$ cat src/rtl/dec_queue_if.sv
// Handshake bundle between fetch (in_*) and issue (out_*) around dec_queue.
//
// valid/ready rule for both directions: a word moves on a rising clock edge
// where valid and ready are both high; while valid is high and ready is low
// the producer keeps valid and its payload unchanged.
interface dec_queue_if #(
    parameter int XLEN = 64,
    parameter int PC_W = 64
);
    logic            in_valid;
    logic            in_ready;
    logic [31:0]     in_inst;
    logic [PC_W-1:0] in_pc;

    logic            out_valid;
    logic            out_ready;
    logic [PC_W-1:0] out_pc;
    logic [4:0]      out_rd;
    logic [4:0]      out_rs1;
    logic [4:0]      out_rs2;
    logic [XLEN-1:0] out_imm;
    logic            out_with_imm;
    logic [2:0]      out_funct3;
    logic [3:0]      out_cls;
    logic            out_illegal;

    // Decode-queue side: consumes fetch words, produces decoded bundles.
    modport slave (
        input  in_valid, in_inst, in_pc, out_ready,
        output in_ready, out_valid, out_pc, out_rd, out_rs1, out_rs2,
               out_imm, out_with_imm, out_funct3, out_cls, out_illegal
    );

    // Environment side: fetch producer plus issue consumer.
    modport master (
        output in_valid, in_inst, in_pc, out_ready,
        input  in_ready, out_valid, out_pc, out_rd, out_rs1, out_rs2,
               out_imm, out_with_imm, out_funct3, out_cls, out_illegal
    );
endinterface

$ cat src/rtl/dec_queue.sv
// Buffered RISC-V decode stage: DEPTH-entry FIFO of {pc, inst} feeding a
// registered decode bundle. Capacity is DEPTH words plus the output register.
module dec_queue #(
    parameter int XLEN  = 64,
    parameter int DEPTH = 4,
    parameter int PC_W  = 64
) (
    input  logic                   clk,
    input  logic                   rst,
    input  logic                   flush,
    dec_queue_if.slave             bus,
    output logic [$clog2(DEPTH):0] count
);
    localparam int          AW       = $clog2(DEPTH);
    localparam logic [AW:0] CNT_FULL = (AW+1)'(DEPTH);
    localparam logic [AW:0] CNT_ONE  = (AW+1)'(1);
    localparam bit          RV32     = (XLEN == 32);

    localparam logic [6:0] OP_LUI    = 7'b0110111;
    localparam logic [6:0] OP_AUIPC  = 7'b0010111;
    localparam logic [6:0] OP_JAL    = 7'b1101111;
    localparam logic [6:0] OP_JALR   = 7'b1100111;
    localparam logic [6:0] OP_BRANCH = 7'b1100011;
    localparam logic [6:0] OP_LOAD   = 7'b0000011;
    localparam logic [6:0] OP_STORE  = 7'b0100011;
    localparam logic [6:0] OP_IMM    = 7'b0010011;
    localparam logic [6:0] OP_IMM_W  = 7'b0011011;
    localparam logic [6:0] OP_REG    = 7'b0110011;
    localparam logic [6:0] OP_REG_W  = 7'b0111011;
    localparam logic [6:0] OP_SYSTEM = 7'b1110011;
    localparam logic [6:0] OP_FENCE  = 7'b0001111;
    localparam logic [6:0] OP_AMO    = 7'b0101111;

    logic [31:0]     mem_inst [DEPTH];
    logic [PC_W-1:0] mem_pc   [DEPTH];
    logic [AW-1:0]   wr_ptr;
    logic [AW-1:0]   rd_ptr;

    logic full, push, pop;

    // A full FIFO refuses words even if the head leaves in the same cycle.
    assign full         = (count == CNT_FULL);
    assign bus.in_ready = ~full;
    assign push         = bus.in_valid & ~full & ~flush;
    assign pop          = (count != '0) & (~bus.out_valid | bus.out_ready) & ~flush;

    // Decode of the FIFO head, captured into the output register on pop.
    logic [31:0]     hi;
    logic [6:0]      opc;
    logic [2:0]      f3;
    logic [6:0]      f7;
    logic [XLEN-1:0] imm_i, imm_s, imm_b, imm_u, imm_j, zimm, shamt5, shamt6;
    logic [XLEN-1:0] d_imm;
    logic [4:0]      d_rd;
    logic [3:0]      d_cls;
    logic            d_with_imm, d_bad;

    assign hi     = mem_inst[rd_ptr];
    assign opc    = hi[6:0];
    assign f3     = hi[14:12];
    assign f7     = hi[31:25];
    assign imm_i  = XLEN'($signed(hi[31:20]));
    assign imm_s  = XLEN'($signed({hi[31:25], hi[11:7]}));
    assign imm_b  = XLEN'($signed({hi[31], hi[7], hi[30:25], hi[11:8], 1'b0}));
    assign imm_u  = XLEN'($signed({hi[31:12], 12'b0}));
    assign imm_j  = XLEN'($signed({hi[31], hi[19:12], hi[20], hi[30:21], 1'b0}));
    assign zimm   = XLEN'(hi[19:15]);
    assign shamt5 = XLEN'(hi[24:20]);
    assign shamt6 = XLEN'(hi[25:20]);

    // Combinational classifier/immediate selector for the head word.
    always_comb begin
        d_cls      = 4'd0;
        d_imm      = imm_i;
        d_with_imm = 1'b1;
        d_rd       = hi[11:7];
        d_bad      = 1'b0;
        case (opc)
            OP_LUI:    begin d_cls = 4'd8; d_imm = imm_u; end
            OP_AUIPC:  begin d_cls = 4'd9; d_imm = imm_u; end
            OP_JAL:    begin d_cls = 4'd6; d_imm = imm_j; d_with_imm = 1'b0; end
            OP_JALR:   d_cls = 4'd7;
            OP_BRANCH: begin
                d_cls = 4'd5; d_imm = imm_b; d_with_imm = 1'b0; d_rd = 5'd0;
            end
            OP_LOAD: begin
                d_cls = 4'd3;
                if (RV32 && (f3 == 3'b011 || f3 == 3'b110)) d_bad = 1'b1;
            end
            OP_STORE: begin
                d_cls = 4'd4; d_imm = imm_s; d_rd = 5'd0;
                if (RV32 && f3 == 3'b011) d_bad = 1'b1;
            end
            OP_IMM: begin
                d_cls = 4'd0;
                if (f3 == 3'b001 || f3 == 3'b101) begin
                    d_imm = RV32 ? shamt5 : shamt6;
                    if (RV32 && hi[25]) d_bad = 1'b1;
                end
            end
            OP_IMM_W: begin
                d_cls = 4'd1;
                if (f3 == 3'b001 || f3 == 3'b101) d_imm = shamt5;
                if (RV32) d_bad = 1'b1;
            end
            OP_REG: begin
                d_with_imm = 1'b0; d_imm = '0;
                case (f7)
                    7'h00:   d_cls = 4'd0;
                    7'h01:   d_cls = 4'd2;
                    7'h20: begin
                        d_cls = 4'd0;
                        if (f3 != 3'b000 && f3 != 3'b101) d_bad = 1'b1;
                    end
                    default: d_bad = 1'b1;
                endcase
            end
            OP_REG_W: begin
                d_with_imm = 1'b0; d_imm = '0;
                if (RV32) d_bad = 1'b1;
                case (f7)
                    7'h00: begin
                        d_cls = 4'd1;
                        if (f3 != 3'b000 && f3 != 3'b001 && f3 != 3'b101) d_bad = 1'b1;
                    end
                    7'h20: begin
                        d_cls = 4'd1;
                        if (f3 != 3'b000 && f3 != 3'b101) d_bad = 1'b1;
                    end
                    7'h01: begin
                        d_cls = 4'd2;
                        if (f3 == 3'b001 || f3 == 3'b010 || f3 == 3'b011) d_bad = 1'b1;
                    end
                    default: d_bad = 1'b1;
                endcase
            end
            OP_SYSTEM: begin
                d_cls = 4'd10; d_imm = zimm;
                // csrrw/csrrs/csrrc take rs1 as a register operand
                d_with_imm = ~(f3 == 3'b001 || f3 == 3'b010 || f3 == 3'b011);
            end
            OP_FENCE:  d_cls = 4'd11;
            OP_AMO: begin
                d_cls = 4'd12; d_with_imm = 1'b0; d_imm = '0;
                if (RV32 && f3 == 3'b011) d_bad = 1'b1;
            end
            default:   d_bad = 1'b1;
        endcase
        if (d_bad) d_cls = 4'd15;
    end

    // FIFO storage; contents need no reset because count gates every read.
    always_ff @(posedge clk) begin
        if (push) begin
            mem_inst[wr_ptr] <= bus.in_inst;
            mem_pc[wr_ptr]   <= bus.in_pc;
        end
    end

    // Pointers and occupancy; flush and reset both empty the queue.
    always_ff @(posedge clk or posedge rst) begin
        if (rst) begin
            wr_ptr <= '0;
            rd_ptr <= '0;
            count  <= '0;
        end else if (flush) begin
            wr_ptr <= '0;
            rd_ptr <= '0;
            count  <= '0;
        end else begin
            if (push) wr_ptr <= wr_ptr + AW'(1);
            if (pop)  rd_ptr <= rd_ptr + AW'(1);
            case ({push, pop})
                2'b10:   count <= count + CNT_ONE;
                2'b01:   count <= count - CNT_ONE;
                default: count <= count;
            endcase
        end
    end

    // Output bundle register: loads on pop, holds under back-pressure.
    always_ff @(posedge clk or posedge rst) begin
        if (rst) begin
            bus.out_valid    <= 1'b0;
            bus.out_pc       <= '0;
            bus.out_rd       <= '0;
            bus.out_rs1      <= '0;
            bus.out_rs2      <= '0;
            bus.out_imm      <= '0;
            bus.out_with_imm <= 1'b0;
            bus.out_funct3   <= '0;
            bus.out_cls      <= '0;
            bus.out_illegal  <= 1'b0;
        end else if (flush) begin
            bus.out_valid <= 1'b0;
        end else if (pop) begin
            bus.out_valid    <= 1'b1;
            bus.out_pc       <= mem_pc[rd_ptr];
            bus.out_rd       <= d_rd;
            bus.out_rs1      <= hi[19:15];
            bus.out_rs2      <= hi[24:20];
            bus.out_imm      <= d_imm;
            bus.out_with_imm <= d_with_imm;
            bus.out_funct3   <= f3;
            bus.out_cls      <= d_cls;
            bus.out_illegal  <= d_bad;
        end else if (bus.out_ready) begin
            bus.out_valid <= 1'b0;
        end
    end
endmodule

$ cat src/flat_wrapper.sv
// flat-port wrapper written by rule: the top's interface ports become plain ports
module dec_queue_flat 
#(
    parameter int XLEN  = 64,
    parameter int DEPTH = 4,
    parameter int PC_W  = 64
)
  (clk, rst, flush, count, bus_in_valid, bus_in_inst, bus_in_pc, bus_out_ready, bus_in_ready, bus_out_valid, bus_out_pc, bus_out_rd, bus_out_rs1, bus_out_rs2, bus_out_imm, bus_out_with_imm, bus_out_funct3, bus_out_cls, bus_out_illegal);
  dec_queue_if #(.XLEN(XLEN), .PC_W(PC_W)) bus_i ();
  input  logic clk;
  input  logic rst;
  input  logic flush;
  output logic [$clog2(DEPTH):0] count;
  input wire logic [$bits(bus_i.in_valid)-1:0] bus_in_valid;
  input wire logic [$bits(bus_i.in_inst)-1:0] bus_in_inst;
  input wire logic [$bits(bus_i.in_pc)-1:0] bus_in_pc;
  input wire logic [$bits(bus_i.out_ready)-1:0] bus_out_ready;
  output wire logic [$bits(bus_i.in_ready)-1:0] bus_in_ready;
  output wire logic [$bits(bus_i.out_valid)-1:0] bus_out_valid;
  output wire logic [$bits(bus_i.out_pc)-1:0] bus_out_pc;
  output wire logic [$bits(bus_i.out_rd)-1:0] bus_out_rd;
  output wire logic [$bits(bus_i.out_rs1)-1:0] bus_out_rs1;
  output wire logic [$bits(bus_i.out_rs2)-1:0] bus_out_rs2;
  output wire logic [$bits(bus_i.out_imm)-1:0] bus_out_imm;
  output wire logic [$bits(bus_i.out_with_imm)-1:0] bus_out_with_imm;
  output wire logic [$bits(bus_i.out_funct3)-1:0] bus_out_funct3;
  output wire logic [$bits(bus_i.out_cls)-1:0] bus_out_cls;
  output wire logic [$bits(bus_i.out_illegal)-1:0] bus_out_illegal;
  assign bus_i.in_valid = bus_in_valid;
  assign bus_i.in_inst = bus_in_inst;
  assign bus_i.in_pc = bus_in_pc;
  assign bus_i.out_ready = bus_out_ready;
  assign bus_in_ready = bus_i.in_ready;
  assign bus_out_valid = bus_i.out_valid;
  assign bus_out_pc = bus_i.out_pc;
  assign bus_out_rd = bus_i.out_rd;
  assign bus_out_rs1 = bus_i.out_rs1;
  assign bus_out_rs2 = bus_i.out_rs2;
  assign bus_out_imm = bus_i.out_imm;
  assign bus_out_with_imm = bus_i.out_with_imm;
  assign bus_out_funct3 = bus_i.out_funct3;
  assign bus_out_cls = bus_i.out_cls;
  assign bus_out_illegal = bus_i.out_illegal;
  dec_queue #(.XLEN(XLEN), .DEPTH(DEPTH), .PC_W(PC_W)) u_core (.clk(clk), .rst(rst), .flush(flush), .bus(bus_i), .count(count));
endmodule
$ cat config.mk
export PLATFORM = sky130hd
export DESIGN_NAME = dec_queue_flat
export DESIGN_NICKNAME = d
export VERILOG_FILES = /design/src/rtl/dec_queue_if.sv /design/src/rtl/dec_queue.sv /design/src/flat_wrapper.sv
export SDC_FILE = /design/constraint.sdc
export NUM_CORES = 1
export LEC_CHECK = 0
export BUFFER_PORTS_ARGS = -buffer_cell sky130_fd_sc_hd__buf_4
export CAP_MARGIN = 20
export CORE_ASPECT_RATIO = 1.25
export CORE_MARGIN = 5
export CORE_UTILIZATION = 50
export CTS_BUF_LIST = sky130_fd_sc_hd__clkbuf_8 sky130_fd_sc_hd__clkbuf_16
export DETAILED_ROUTE_END_ITERATION = 16
export GPL_TIMING_DRIVEN = 0
export PLACE_DENSITY = 0.78
export SLEW_MARGIN = 20
export SYNTH_ARGS = -nofsm -noshare
export SYNTH_HDL_FRONTEND = slang
export SYNTH_SLANG_ARGS = --single-unit
$ cat constraint.sdc
create_clock -name clk -period 6.3 [get_ports clk]
set_input_delay 0.315 -clock clk [delete_from_list [all_inputs] [get_ports clk]]
set_output_delay 0.315 -clock clk [all_outputs]
set_load 0.02 [all_outputs]
; ---- After elaboration in Yosys (flattened, before gate mapping)
; Memories as Yosys holds them, arrays and structs flattened. A register that Yosys moved wholly into a read port is not among the register bits.
; Index checks and enable logic that the tools add are counted.
[word_totals]
in_bits = 101
regBits = 96
mem_bits_rw = 384
memories = 2
[mem_list]
columns = memory, depth, word_bits, rd, rd_ports_with_merged_regs, wr, line
row1 = u_core.mem_pc, 4, 64, 1, 1, 1, dec_queue.sv:35  ; logic [PC_W-1:0] mem_pc [DEPTH];
row2 = u_core.mem_inst, 4, 32, 1, 0, 1, dec_queue.sv:34  ; logic [31:0] mem_inst [DEPTH];
[classes]
reduce_logical = 21
bitwise = 9
n_eq_ne = 25
add_sub_neg = 4
muxes = 26
[op_table]
columns = op, count
row1 = $pmux 64 s8, 1
row2 = $mux 64, 2
row3 = $pmux 4 s13, 1
row4 = $eq 7x6->1 const B, 6
row5 = $eq 7x7->1 const B, 4
row6 = $eq 7x5->1 const B, 3
row7 = $reduce_bool 3->1, 4
row8 = $reduce_or 12->1, 1
row9 = $mux 2, 5
row10 = $mux 1, 8
row11 = $reduce_or 2->1, 4
row12 = $eq 7x1->1 const B, 1
row13 = $eq 7x2->1 const B, 1
row14 = $eq 7x4->1 const B, 1
row15 = $logic_not 7->1, 1
row16 = $eq 3x2->1 const B, 2
row17 = $eq 3x3->1 const B, 2
row18 = $pmux 1 s3, 2
row19 = $pmux 3 s2, 1
row20 = $mux 5, 1
row21 = $reduce_or 5->1, 1
row22 = $add 2x1->2 const B, 2
row23 = $and 1x1->1, 4
row24 = $mux 4, 1
row25 = 17 further kinds, 26

; ---- Depth between registers and ports, before layout
; An unclocked memory read counts as a cell.
[logic_depth]
depth_word = 8
mapped_depth = 11
mapped_depth_nobuf = 8

; ---- Worst setup path after synthesis
; Ideal clock, no wire load.
[synth_timing]
path_kind = reg-to-reg
startpoint = reg u_core.count[0]
endpoint = mem u_core.mem_inst[0][0] (enable)
t_arrival_ns = 3.619
path_stages_with_launch = 6
required_time_ns = 5.834
period_less_slack_ns = 4.085
setup_time_ns = 0.466
slack_ns = 2.215
cell_sequence = dfrtp_1 or3b_2 clkbuf_1 nand2_1 nor2_1 and2_1
[synth_via]
elab_chain_cells = 6
[synth_lines]
columns = element, line
row1 = start: declaration, dec_queue.sv:12  ; output logic [$clog2(DEPTH):0] count
row2 = start signal: assignment, dec_queue.sv:174  ; 2'b10: count <= count + CNT_ONE;
row3 = start signal: assignment, dec_queue.sv:175  ; 2'b01: count <= count - CNT_ONE;
row4 = start signal: assignment, dec_queue.sv:176  ; default: count <= count;
row5 = $eq 3x3->1, dec_queue.sv:42  ; assign full = (count == CNT_FULL);
row6 = $not 1->1, -
row7 = via bus_in_ready, flat_wrapper.sv:18  ; output wire logic [$bits(bus_i.in_ready)-1:0] bus_in_ready;
row8 = $and 1x1->1 (2 in a row), dec_queue.sv:44  ; assign push = bus.in_valid & ~full & ~flush;
row9 = $mux 1, dec_queue.sv:154  ; if (push) begin
row10 = $mux 1 (implied by the code), dec_queue.sv:155  ; mem_inst[wr_ptr] <= bus.in_inst;
row11 = end: declaration, dec_queue.sv:34
; The timed path passes the listed nets, and every way through them passes these cells.

; ---- Final worst setup path
[layout_timing]
startpoint = reg u_core.count[2]
endpoint = reg u_core.count[2]
[layout_via]
elab_chain_cells = 7
[layout_lines]
columns = element, line
row1 = $eq 3x3->1, dec_queue.sv:42
row2 = $not 1->1, dec_queue.sv:44
row3 = $and 1x1->1 (2 in a row), dec_queue.sv:44
row4 = $eq 2x1->1 / $eq 2x2->1 (equally long branches), dec_queue.sv:173  ; case ({push, pop})
row5 = $pmux 3 s2, dec_queue.sv:173
row6 = $mux 3, dec_queue.sv:166  ; end else if (flush) begin
; Several ways; a longest one is shown, not always the timed one.
; A chain may end at the register's enable or synchronous reset.

==> impl_results.md <==
* Slew HR at 0.315
* Number of global-route vias before repair at 12.3k
* H-tree Lvls at 2
* Synth-to-Final Area Change at 26.9%
* Core outline area at 39,000 um^2
* Post-CTS sizing at 0
* Worst Path Required at 6.72 ns
* Crit path DAT at 4.00 ns
* Worst-path clk slew at 0.06 ns
* Average size of a mapped cell at 16.8 um^2
* Largest net degree at the start of global routing at 95
* CTS Hold Bufs at 97
* Yosys Warn Count at 0
* # DRC at 0
* Tmin final at 3.59 ns
* CP Capture Type: register
* RePlAce Congestion at 0.881
* Clk Latency, worst-skew pair at 0.55 ns
* IO Pins at 258
* Layout cells sized above 1 at 0.302
* PortBufs at 256
* Synth top area share at 0.587
* TNS Setup at 0 ns
* Gr ovfl total at 0
* Sink Count at 512
* Leak at 9.54 nW
* Crit Path Max Fanout at 10
* Max-cap viol count at 0
* Vias per cell at 5.44
* Wire length of the first global-routing pass at 70,700 um
* Clock Skews at 0.0150 ns
* Syn Inst Count at 1,169
* Mapped cell area at 19,600 um^2
* Setup CP Type: reg -> reg
* Tightest Pin Transition at 1.03 ns
* Register area at 14,700 um^2
* Die area at 43,400 um^2
* Footprint of the multi-input gates at 4390 um^2
* CTS Buf Count at 47
* Post-Route WL at 45,000 um
* Setup WS pre-CTS at 2.72 ns
* Number of synthesized flops with an enable pin at 384
* # fillers at 2,620
* Critical Path Start Type: register
* Max-slew violation count at 0
* CTS Root Cell: clkbuf_16
* Vias at 11.5k
* Fmax achieved at 0.279 GHz
* Syn nets at 1,275
* # Post-CTS Setup Buffers at 0
* Total GRT Usage at 0.209
* Synth Flop Type: edfxtp_1
* Share of async-settable or async-resettable flops after synthesis at 0.250
* CTS tree: done
* Drt first pass iters at 5
* Leading area contributor after synthesis: edfxtp_1
* DR WL/cell at 21.3 um
* Final setup violation count at 0
* Initial antenna violation count at 2
* Final Hold Viols at 0
* Initial Util at 0.503
* Synth top area cells: edfxtp_1 (59%), dfrtp_1 (16%), mux4_2 (11%)
* HPWL Detailed at 29,200 um
* Total power at 0.0113 W
* Final #Nets at 1,686
* Max clock buf depth at 3
* Row Count at 81
* Unrepaired setup endpoints after global routing: false
* Die height at 232 um
* Final cycle utilization of the critical path at 0.569
* Routed Antenna Nets at 0
* Peak VDD IR at 0.273 mV
* WHS at 0.0646 ns
* Yosys reg bits at 512
* Die W at 187 um
* Synth cell types at 58
* Status: complete, no violations
* PwrDens at 453 nW/um^2
* 1st-iter DRT viols at 1,023
* Hold/Removal Path Class: in -> reg
* Seq/Total Area, Yosys at 0.750
* Setup ws final at 2.71 ns
-- cell usage in the layout, fill, tap and decap left out, types with 11 or more instances in the layout --
cell type,count
buf_4,289
clkbuf_16,48
buf_2,11
dlygate4sd3_1,97
a21oi_1,29
nand2_1,278
buf_1,11
o21ai_0,16
dfrtp_1,128
clkbuf_1,35
inv_1,18
nor2_1,34
mux4_2,95
edfxtp_1,384
-- synthesized netlist by cell type, types with 4 or more instances --
| library cell | count |
|---|---|
| a22oi_1 | 6 |
| buf_2 | 11 |
| a21oi_1 | 29 |
| nor2b_1 | 5 |
| xor2_1 | 4 |
| mux4_2 | 95 |
| and2_1 | 5 |
| a221o_1 | 8 |
| ha_1 | 4 |
| nand2_1 | 278 |
| inv_1 | 7 |
| buf_1 | 11 |
| edfxtp_1 | 384 |
| xnor2_1 | 4 |
| o21ai_0 | 16 |
| nor3_1 | 8 |
| clkbuf_1 | 35 |
| a31oi_1 | 6 |
| dfrtp_1 | 128 |
| buf_4 | 33 |
| nor2_1 | 34 |
| nand2b_1 | 8 |
-- where the power goes --
part | internal (W) | switching (W)
Clock | 0.00159 | 0.00119
Sequential | 0.00418 | 0.000312
Combinational | 0.00174 | 0.00228
-- sequential cells by signal (all words and copies together) (netlist names), 2 cells and up --
register               count
u_core.mem_pc            256
u_core.bus.out_rs2         5
u_core.wr_ptr              2
u_core.bus.out_funct3      3
u_core.mem_inst          128
u_core.bus.out_rs1         5
u_core.bus.out_imm        32
u_core.bus.out_rd          5
u_core.count               3
u_core.bus.out_cls         4
u_core.bus.out_pc         64
u_core.rd_ptr              2
-- final cells by class --
class	count	share of cell area
flip-flops and latches	512	0.591
inverters	7	0.00136
repair buffers	362	0.125
multi-input cells	558	0.176
well taps	498	0.0250
plain buffers	92	0.0200
clock buffers	55	0.0521
clock inverters	31	0.00894
diodes	1	0.000100
-- logic make-up (layout without fill, tap and decap cells) --
logic type               Yosys count  after routing  share of synthesized area
adder cells (fa/ha/maj)            5              5                    0.00357
flip-flops                       512            512                      0.750
AO/OA/AOI/OAI                     87             87                     0.0297
AND/OR/NAND/NOR                  361            361                     0.0761
buffers and inverters             99            547                     0.0267
XOR/XNOR                           8              8                    0.00357
other                              0              1                          0
multiplexers                      97             97                      0.110
-- through the flow --
| stage | util | instances | cell area [um^2] |
|---|---|---|---|
| floorplan | - | 1169 | 19600 |
| global placement | 0.568 | 1923 | 22200 |
| detailed placement | 0.575 | 1932 | 22400 |
| CTS | 0.639 | 2115 | 24900 |
| global route | 0.639 | 2116 | 24900 |
| finish | 0.639 | 2116 | 24900 |
-- worst max-delay path, stage by stage (launching register included) --
cell      delay, ns
dfrtp_1        0.45
or3_1          0.45
nand3_1        0.31
clkbuf_1       0.81
clkbuf_1       0.47
a21oi_1        0.11
fa_1           0.41
a21oi_1        0.14
a22oi_1        0.11
xor2_1         0.14
nor2_1         0.05
-- routing by layer --
metal  part of all wire  GRT usage  up-vias
li1                   -          -     5165
met1               0.37      0.253     5827
met2               0.53      0.373      432
met3              0.066     0.0449       93
met4              0.033     0.0763        2
met5            0.00029          0        -
-- final timing paths --
check	startpoint	to	slack [ns]	cells past startpoint
min	bus_in_valid	u_core.wr_ptr[1]	0.06	3
max	u_core.count[2]	u_core.count[2]	2.71	10
max reg2reg	u_core.count[2]	u_core.count[2]	2.71	10
min in group asynchronous	rst	u_core.bus.out_pc[20]	0.27	3
max in group asynchronous	rst	u_core.bus.out_imm[7]	5.17	4
min reg2reg	u_core.bus.out_pc[63]	u_core.bus.out_pc[63]	0.48	2
No activity file was read; power rests on OpenSTA's default activity.
